`config.mk`:
```
export PLATFORM = sky130hd
export DESIGN_NAME = pll_lock_supervisor_flat
export DESIGN_NICKNAME = d
export VERILOG_FILES = /design/src/rtl/pll_lock_supervisor_if.sv /design/src/rtl/pll_lock_supervisor.sv /design/src/flat_wrapper.sv
export SDC_FILE = /design/constraint.sdc
export NUM_CORES = 1
export LEC_CHECK = 0
export CAP_MARGIN = 20
export CORE_MARGIN = 2
export CORE_UTILIZATION = 46
export DETAILED_ROUTE_END_ITERATION = 16
export PLACE_DENSITY = 0.72
export SYNTH_ARGS = -nofsm -noshare
export SYNTH_HDL_FRONTEND = slang
export SYNTH_SLANG_ARGS = --single-unit
export TNS_END_PERCENT = 50
```
`constraint.sdc`:
```
create_clock -name refclk -period 4.04 [get_ports refclk]
set_input_delay 0.808 -clock refclk [delete_from_list [all_inputs] [get_ports refclk]]
set_output_delay 0.808 -clock refclk [all_outputs]
set_load 0.05 [all_outputs]
```
`src/rtl/pll_lock_supervisor_if.sv`:
```
// Signal bundle between the PLL lock supervisor and the PLL/core-reset fabric it controls.
interface pll_lock_supervisor_if;
    logic       pll_locked;
    logic       pll_rst;
    logic       core_reset_n;
    logic       lock_lost;
    logic [7:0] retry_count;
    logic [1:0] state;

    modport master (
        input  pll_locked,
        output pll_rst,
        output core_reset_n,
        output lock_lost,
        output retry_count,
        output state
    );

    modport slave (
        output pll_locked,
        input  pll_rst,
        input  core_reset_n,
        input  lock_lost,
        input  retry_count,
        input  state
    );
endinterface

```
`src/rtl/pll_lock_supervisor.sv`:
```
// Pulses the PLL reset, waits for a stable lock, then releases the core reset.
// Optional lock-timeout retry watchdog is enabled by defining PLL_SUP_WATCHDOG_EN.
module pll_lock_supervisor #(
    parameter int unsigned RST_PULSE_CYCLES    = 16,
    parameter int unsigned LOCK_STABLE_CYCLES  = 1024,
    parameter int unsigned LOCK_TIMEOUT_CYCLES = 65536
) (
    input logic                   refclk,
    input logic                   reset_n,
    pll_lock_supervisor_if.master sup_if
);

    if (RST_PULSE_CYCLES < 1 || RST_PULSE_CYCLES > 65535) begin : g_bad_rst_pulse
        $error("RST_PULSE_CYCLES out of range 1..65535");
    end
    if (LOCK_STABLE_CYCLES < 1 || LOCK_STABLE_CYCLES > (1 << 20)) begin : g_bad_stable
        $error("LOCK_STABLE_CYCLES out of range 1..2^20");
    end
    if (LOCK_TIMEOUT_CYCLES < 1) begin : g_bad_timeout
        $error("LOCK_TIMEOUT_CYCLES must be at least 1");
    end

    localparam int unsigned CntMaxBase = (RST_PULSE_CYCLES > LOCK_STABLE_CYCLES) ?
                                         RST_PULSE_CYCLES : LOCK_STABLE_CYCLES;
`ifdef PLL_SUP_WATCHDOG_EN
    localparam int unsigned CntMax = (CntMaxBase > LOCK_TIMEOUT_CYCLES) ?
                                     CntMaxBase : LOCK_TIMEOUT_CYCLES;
`else
    localparam int unsigned CntMax = CntMaxBase;
`endif
    localparam int unsigned CntW = $clog2(CntMax + 1);

    localparam logic [CntW-1:0] RstLast    = CntW'(RST_PULSE_CYCLES - 1);
    localparam logic [CntW-1:0] StableLast = CntW'(LOCK_STABLE_CYCLES - 1);
    localparam logic [CntW-1:0] CntTop     = CntW'(CntMax);
`ifdef PLL_SUP_WATCHDOG_EN
    localparam logic [CntW-1:0] TimeoutLast = CntW'(LOCK_TIMEOUT_CYCLES - 1);
`endif

    typedef enum logic [1:0] {
        StResetPll = 2'd0,
        StWaitLock = 2'd1,
        StStable   = 2'd2,
        StRun      = 2'd3
    } state_e;

    state_e          state_q, state_d;
    logic [CntW-1:0] cnt_q, cnt_d;
    logic [CntW-1:0] cnt_inc;
    logic [1:0]      sync_q, sync_d;
    logic            lock_s;
    logic            pll_rst_q, pll_rst_d;
    logic            core_reset_n_q, core_reset_n_d;
    logic            lock_lost_q, lock_lost_d;
`ifdef PLL_SUP_WATCHDOG_EN
    logic [7:0]      retry_q, retry_d;
`endif

    // pll_locked is asynchronous to refclk; only sync_q[1] is ever used for decisions.
    assign sync_d = {sync_q[0], sup_if.pll_locked};
    assign lock_s = sync_q[1];

    // Saturating increment: the counter never wraps even if a parameter is mis-set.
    assign cnt_inc = (cnt_q == CntTop) ? cnt_q : cnt_q + 1'b1;

    always_comb begin
        state_d     = state_q;
        cnt_d       = cnt_q;
        lock_lost_d = 1'b0;
`ifdef PLL_SUP_WATCHDOG_EN
        retry_d     = retry_q;
`endif

        unique case (state_q)
            StResetPll: begin
                if (cnt_q == RstLast) begin
                    state_d = StWaitLock;
                    cnt_d   = '0;
                end else begin
                    cnt_d = cnt_inc;
                end
            end
            StWaitLock: begin
                if (lock_s) begin
                    state_d = StStable;
                    cnt_d   = '0;
                end else begin
`ifdef PLL_SUP_WATCHDOG_EN
                    if (cnt_q == TimeoutLast) begin
                        state_d = StResetPll;
                        cnt_d   = '0;
                        retry_d = (retry_q == 8'hff) ? retry_q : retry_q + 8'd1;
                    end else begin
                        cnt_d = cnt_inc;
                    end
`else
                    cnt_d = '0;
`endif
                end
            end
            StStable: begin
                // Loss of lock takes priority over a count completing on the same cycle.
                if (!lock_s) begin
                    state_d = StWaitLock;
                    cnt_d   = '0;
                end else if (cnt_q == StableLast) begin
                    state_d = StRun;
                    cnt_d   = '0;
                end else begin
                    cnt_d = cnt_inc;
                end
            end
            StRun: begin
                if (!lock_s) begin
                    state_d     = StResetPll;
                    cnt_d       = '0;
                    lock_lost_d = 1'b1;
                end
            end
            default: begin
                state_d = StResetPll;
                cnt_d   = '0;
            end
        endcase

        // Outputs are registered from the next state so they line up with state_q.
        pll_rst_d      = (state_d == StResetPll);
        core_reset_n_d = (state_d == StRun);
    end

    always_ff @(posedge refclk or negedge reset_n) begin
        if (!reset_n) begin
            state_q        <= StResetPll;
            cnt_q          <= '0;
            sync_q         <= 2'b00;
            pll_rst_q      <= 1'b1;
            core_reset_n_q <= 1'b0;
            lock_lost_q    <= 1'b0;
`ifdef PLL_SUP_WATCHDOG_EN
            retry_q        <= 8'd0;
`endif
        end else begin
            state_q        <= state_d;
            cnt_q          <= cnt_d;
            sync_q         <= sync_d;
            pll_rst_q      <= pll_rst_d;
            core_reset_n_q <= core_reset_n_d;
            lock_lost_q    <= lock_lost_d;
`ifdef PLL_SUP_WATCHDOG_EN
            retry_q        <= retry_d;
`endif
        end
    end

    assign sup_if.pll_rst      = pll_rst_q;
    assign sup_if.core_reset_n = core_reset_n_q;
    assign sup_if.lock_lost    = lock_lost_q;
    assign sup_if.state        = state_q;
`ifdef PLL_SUP_WATCHDOG_EN
    assign sup_if.retry_count  = retry_q;
`else
    assign sup_if.retry_count  = 8'd0;
`endif

endmodule

```
`src/flat_wrapper.sv`:
```
// flat-port wrapper written by rule: the top's interface ports become plain ports
module pll_lock_supervisor_flat 
#(
    parameter int unsigned RST_PULSE_CYCLES    = 16,
    parameter int unsigned LOCK_STABLE_CYCLES  = 1024,
    parameter int unsigned LOCK_TIMEOUT_CYCLES = 65536
)
  (refclk, reset_n, sup_if_pll_locked, sup_if_pll_rst, sup_if_core_reset_n, sup_if_lock_lost, sup_if_retry_count, sup_if_state);
  pll_lock_supervisor_if sup_if_i ();
  input logic refclk;
  input logic reset_n;
  input wire logic [$bits(sup_if_i.pll_locked)-1:0] sup_if_pll_locked;
  output wire logic [$bits(sup_if_i.pll_rst)-1:0] sup_if_pll_rst;
  output wire logic [$bits(sup_if_i.core_reset_n)-1:0] sup_if_core_reset_n;
  output wire logic [$bits(sup_if_i.lock_lost)-1:0] sup_if_lock_lost;
  output wire logic [$bits(sup_if_i.retry_count)-1:0] sup_if_retry_count;
  output wire logic [$bits(sup_if_i.state)-1:0] sup_if_state;
  assign sup_if_i.pll_locked = sup_if_pll_locked;
  assign sup_if_pll_rst = sup_if_i.pll_rst;
  assign sup_if_core_reset_n = sup_if_i.core_reset_n;
  assign sup_if_lock_lost = sup_if_i.lock_lost;
  assign sup_if_retry_count = sup_if_i.retry_count;
  assign sup_if_state = sup_if_i.state;
  pll_lock_supervisor #(.RST_PULSE_CYCLES(RST_PULSE_CYCLES), .LOCK_STABLE_CYCLES(LOCK_STABLE_CYCLES), .LOCK_TIMEOUT_CYCLES(LOCK_TIMEOUT_CYCLES)) u_core (.refclk(refclk), .reset_n(reset_n), .sup_if(sup_if_i));
endmodule
```
==> metrics, run 1 <==
status=finished, final reports clean; slew margin rel.=about 47%; crit path cell chain=clkdlybuf4s50_1; metal1 wirelength=807 um; final core utilization=between 50 and 60%; nets@finish=approximately 120; first-pass GRT wire length=2940 um; vias per inst=5.31; area of the core=roughly 2000 sq um; initial DRC count=21; drt pass-1 iters=4; minimum clock period=2.44 ns; cts repair resizes=0; Synth cell types=35; worst hold slack=around 0.36 ns; CTS tree=built; Clk pin slew, worst setup/hold paths=approximately 0.10 ns; worst slew pin tran=0.790 ns; Root Driver=clkbuf_4; clk sinks=18; net switching power=0.000255 W; met3 wire length=60 um; total clock buffers created by CTS=3; cell row count=16; non-filler cells, final=137; setup bufs post-CTS=0; Net Sw Frac=roughly two fifths; Seq/Total Area, Yosys=around 46%; # diodes=0; Yosys reg bits=18; critical path type=reg -> out; maximum VDD drop=0.000379 V; Post-Synthesis Cells=102; PwrDens=565 nW/um^2; Residual DRC=0; Via Count=727; die height=50.4 um; Placer Congestion=0.803; final hold violation count=0; antenna violations before repair=0; final wirelength=1720 um; CP endpoint kind=primary output; setup TNS=0 ns; Static Leak=approximately 0.47 nW; Final Slew Violations=0; CTS Buffer Depth=2; hold buffers post-CTS=0; largest net degree at the start of global routing=19; CP max FO=9; share of layout cells above drive strength 1=around 15%; Hold Path Class=reg -> reg; number of global-route vias before repair=666; Max Clock Freq=409 MHz; most frequent cells in the layout=dfrtp_1, nor2_1, conb_1; Starting Density=49.4%; RSZ-0062 raised after global routing=no; overall global routing resource usage=15.6%; Worst Skew=between 0.007 and 0.008 ns; die width=approximately 50 um; # fillers=roughly 190; DR WL met2=817 um; fin crit share=between 60% and 70%; Worst Setup Start Kind=flop; max incr delay on CP=0.85 ns; CP max-delay cell=clkdlybuf4s50_1; power share of the clock group=18.5%; leading cell type in the layout, fill and taps excluded=dfrtp_1; Placed Cells incl. Taps=between 100 and 150; Arrival @ worst endpoint=1.64 ns; Mapped Avg Cell Area=9.69 sq um; Synth Cell Area=988 sq um; DIE AREA=2540 sq um; Worst Path Required=3.23 ns; combinational share of power=about two fifths; Routed Antenna Nets=0; Ports=16; area grow syn2layout=9.87%; Pint=0.000359 W; DP HPWL=1250 um; Max Cap Viol=0; drt wl/cell=about 13 um; highest metal used=met4; delay-heaviest family, CP=buffers and inverters; Pwr Total=0.000614 W; Clock Latency Late Sink=0.30 ns; final setup fails=0; total global routing overflow=0; H-tree levels=1; worst path bufs/invs=1; Reg power frac=about 40%; Port Buf Inserts=7; synth warn=0
[cells in the mapped netlist]
master	count	share of area [%]
a21oi_1	7	3.5
a22o_1	3	2.7
and2_4	1	0.89
and2b_2	1	0.89
and3_1	1	0.63
buf_1	1	0.38
buf_4	8	6.1
clkbuf_2	1	0.51
conb_1	1	0.38
dfrtp_1	17	43
dfstp_2	1	2.7
ha_1	2	2.5
inv_1	4	1.5
mux2_2	1	1.1
nand2_1	7	2.7
nand3_1	5	2.5
nand3_2	1	1.0
nand4_1	1	0.63
nor2_1	16	6.1
nor2b_1	1	0.63
nor3_1	2	1.0
nor4_1	1	0.63
o21ai_0	3	1.5
o21ai_1	1	0.51
o22a_1	1	0.89
o31a_2	2	2.0
o31ai_2	1	1.3
o41ai_4	1	2.8
or2_2	1	0.63
or3_2	1	0.76
or4_2	1	0.89
or4_4	1	1.1
or4bb_1	1	1.1
xnor2_1	2	1.8
xor2_1	3	2.7
[logic make-up after synthesis]
kind of cell	Yosys count	synth area share (%)
xor gates and xnor gates	5	4.43
AOI/OAI and AO/OA	19	15.2
and+or+nand+nor	42	22.2
other	1	0.379
adders and majority gates	2	2.53
DFF	18	45.7
muxes	1	1.14
buffers and inverters	14	8.48
[worst reg2reg max path, stage by stage, from the launching register on]
cell,delay [ns]
dfrtp_1,0.45
ha_1,0.27
nand3_2,0.19
nor4_1,0.12
o31a_2,0.33
or4_2,0.64
o21ai_0,0.09
[registers in the layout (all words and copies together), names as in the netlist]
register,cells
u_core.sup_if.lock_lost,1
u_core.sup_if.pll_rst,1
u_core.cnt_q,11
u_core.sup_if.core_reset_n,1
u_core.sup_if.state,2
u_core.sync_q,2
[power groups by stage]
stage	registers, W	clock network, W	logic (W)
finish	0.000245	0.000113	0.000256
CTS	0.000244	0.000114	0.000257
global placement	0.000244	0	0.000255
detailed placement	0.000248	0	0.000257
global route	0.000251	0.000123	0.000282
floorplan	0.000293	0	0.000155
[through the flow]
| stage | setup WS (ns) | instance area, sq um |
|---|---|---|
| global route | 1.52 | 1090 |
| CTS | 1.60 | 1090 |
| global placement | 1.94 | 1050 |
| finish | 1.60 | 1090 |
| floorplan | 2.01 | 1010 |
| detailed placement | 1.92 | 1050 |
[layout make-up]
type                    instances  area (sq um)  share of cell area [%]
multi-input cells              77           479                    44.1
flip-flops and latches         18           452                    41.6
repair buffers                  7          70.1                    6.45
clock buffers                   4          36.3                    3.34
well taps                      27          33.8                    3.11
inverters                       4          15.0                    1.38
[routing by layer]
layer,vias to the layer above,GRT usage (%)
li1,351,-
met4,0,9.46
met1,350,20.6
met5,-,0
met3,5,2.08
met2,21,24.3
[path summary, 6_finish.rpt]
check                                                 startpoint                           to  slack (ns)  depth (start not counted)
worst max-delay path            u_core.sup_if.state[0]$_DFF_PN0_              sup_if_state[0]        1.60                          1
worst min-delay path                  u_core.sync_q[0]$_DFF_PN0_   u_core.sync_q[1]$_DFF_PN0_        0.36                          0
worst max register to register       u_core.cnt_q[0]$_DFFE_PN0P_  u_core.cnt_q[3]$_DFFE_PN0P_        1.90                          6
worst min register to register        u_core.sync_q[0]$_DFF_PN0_   u_core.sync_q[1]$_DFF_PN0_        0.36                          0
max in group asynchronous                                reset_n  u_core.cnt_q[0]$_DFFE_PN0P_        2.59                          1
min in group asynchronous                                reset_n  u_core.cnt_q[6]$_DFFE_PN0P_        0.95                          1
(Power assumes the default switching activity.)
==> run 2: changes to the inputs <==
Clock period 4.04 ns to 2.43 ns, I/O delays scaled along.
==> metrics, run 2 (synthesized netlist as in run 1, its figures left out) <==
total clock buffers created by CTS=3; Placer Congestion=0.837; Worst Skew=0.00871 ns; Hold Path Class=reg -> reg; cell row count=16; Arrival @ worst endpoint=about 2.4 ns; nets@finish=117; Net Sw Frac=41.3%; fin crit share=89.0%; worst path bufs/invs=0; critical path type=reg -> reg; pre-CTS setup slack=0.302 ns; setup bufs post-CTS=0; number of global-route vias before repair=~660; net switching power=0.000420 W; Clock Latency Late Sink=0.30 ns; largest net degree at the start of global routing=19; vias per inst=5.25; DP HPWL=~1300 um; # fillers=181; clk sinks=18; CP max FO=8; final wirelength=1750 um; Static Leak=between 0.4 and 0.5 nW; die height=50.4 um; overall global routing resource usage=~16%; PwrDens=930 nW/um^2; power share of the clock group=18.1%; share of layout cells above drive strength 1=approximately 16%; leading cell type in the layout, fill and taps excluded=dfrtp_1; CTS tree=built; CP endpoint kind=flop; final setup fails=0; area of the core=2000 sq um; maximum VDD drop=roughly 0.00075 V; initial DRC count=26; most flop-heavy register=u_core.cnt_q; Root Driver=clkbuf_4; DIE AREA=2540 sq um; Routed Antenna Nets=0; Max Cap Viol=0; CTS Buffer Depth=2; setup TNS=0 ns; Pint=0.000597 W; hold buffers post-CTS=0; Port Buf Inserts=7; Via Count=725; Clk pin slew, worst setup/hold paths=0.10 ns; Residual DRC=0; max FFs per register=11; Worst Setup Start Kind=flop; final worst slack=0.268 ns; Max Clock Freq=462 MHz; area grow syn2layout=10.6%; status=finished, final reports clean; Ports=16; CP max-delay cell=or4_2; delay-heaviest family, CP=simple AND/OR/NAND/NOR gates; H-tree levels=1; Starting Density=49.4%; die width=50.4 um; Reg power frac=40.0%; final hold violation count=0; # diodes=0; total global routing overflow=0; max incr delay on CP=0.64 ns; Final Slew Violations=0; crit path cell chain=ha_1 -> nand3_2 -> nor4_1 -> o31a_2 -> or4_2 -> o21ai_0; antenna violations before repair=0; worst slew pin tran=between 0.5 and 0.6 ns; most frequent cells in the layout=dfrtp_1, nor2_1, conb_1; Worst Path Required=between 2 and 3 ns; drt pass-1 iters=4; cts repair resizes=0; minimum clock period=2.16 ns; slew margin rel.=64.4%; drt wl/cell=12.7 um; first-pass GRT wire length=between 3000 and 4000 um; combinational share of power=41.9%; RSZ-0062 raised after global routing=no
[run 2: through the flow]
| stage | power, W | hold slack (ns) | instance area, sq um | utilization [%] | instances |
|---|---|---|---|---|---|
| CTS | 0.00102 | 0.357 | 1090 | 54.6 | 138 |
| global placement | 0.000830 | 0.335 | 1060 | 52.8 | 134 |
| floorplan | 0.000744 | 0.190 | 1010 | - | 109 |
| detailed placement | 0.000839 | 0.335 | 1060 | 52.8 | 134 |
| finish | 0.00102 | 0.355 | 1090 | 54.6 | 138 |
| global route | 0.00108 | 0.371 | 1090 | 54.6 | 138 |
[run 2: power groups by stage]
stage / Sequential (W) / Combinational [W] / Clock (W)
5_1_grt: 0.000416 / 0.000463 / 0.000203
2_1_floorplan: 0.000487 / 0.000257 / 0
4_1_cts: 0.000407 / 0.000428 / 0.000190
3_3_place_gp: 0.000409 / 0.000421 / 0
3_5_place_dp: 0.000413 / 0.000426 / 0
6_report: 0.000407 / 0.000426 / 0.000184
[run 2: cell type report]
cell class	count	area (sq um)	area share [%]
Inverter	4	15.0	1.37
Clock buffer	4	36.3	3.32
Tap cell	27	33.8	3.09
Timing Repair Buffer	8	77.6	7.09
Sequential cell	18	452	41.3
Multi-Input combinational cell	77	479	43.8
[run 2: routing by layer]
layer	part of all wire [%]	wire [um]	global-route usage, %
met1	50	872	23.2
met2	44	768	22.4
met3	3.4	60	1.79
met4	2.9	51	9.46
met5	0	0	0
[run 2: worst paths after layout]
check	cells after the start	slack, ns	endpoint	startpoint
hold reg to reg	0	0.36	u_core.sync_q[1]$_DFF_PN0_	u_core.sync_q[0]$_DFF_PN0_
setup / recovery	6	0.27	u_core.cnt_q[3]$_DFFE_PN0P_	u_core.cnt_q[0]$_DFFE_PN0P_
setup reg to reg	6	0.27	u_core.cnt_q[3]$_DFFE_PN0P_	u_core.cnt_q[0]$_DFFE_PN0P_
min in group asynchronous	2	0.51	u_core.cnt_q[4]$_DFFE_PN0P_	reset_n
hold / removal	0	0.36	u_core.sync_q[1]$_DFF_PN0_	u_core.sync_q[0]$_DFF_PN0_
max in group asynchronous	2	1.66	u_core.sup_if.pll_rst$_DFF_PN1_	reset_n
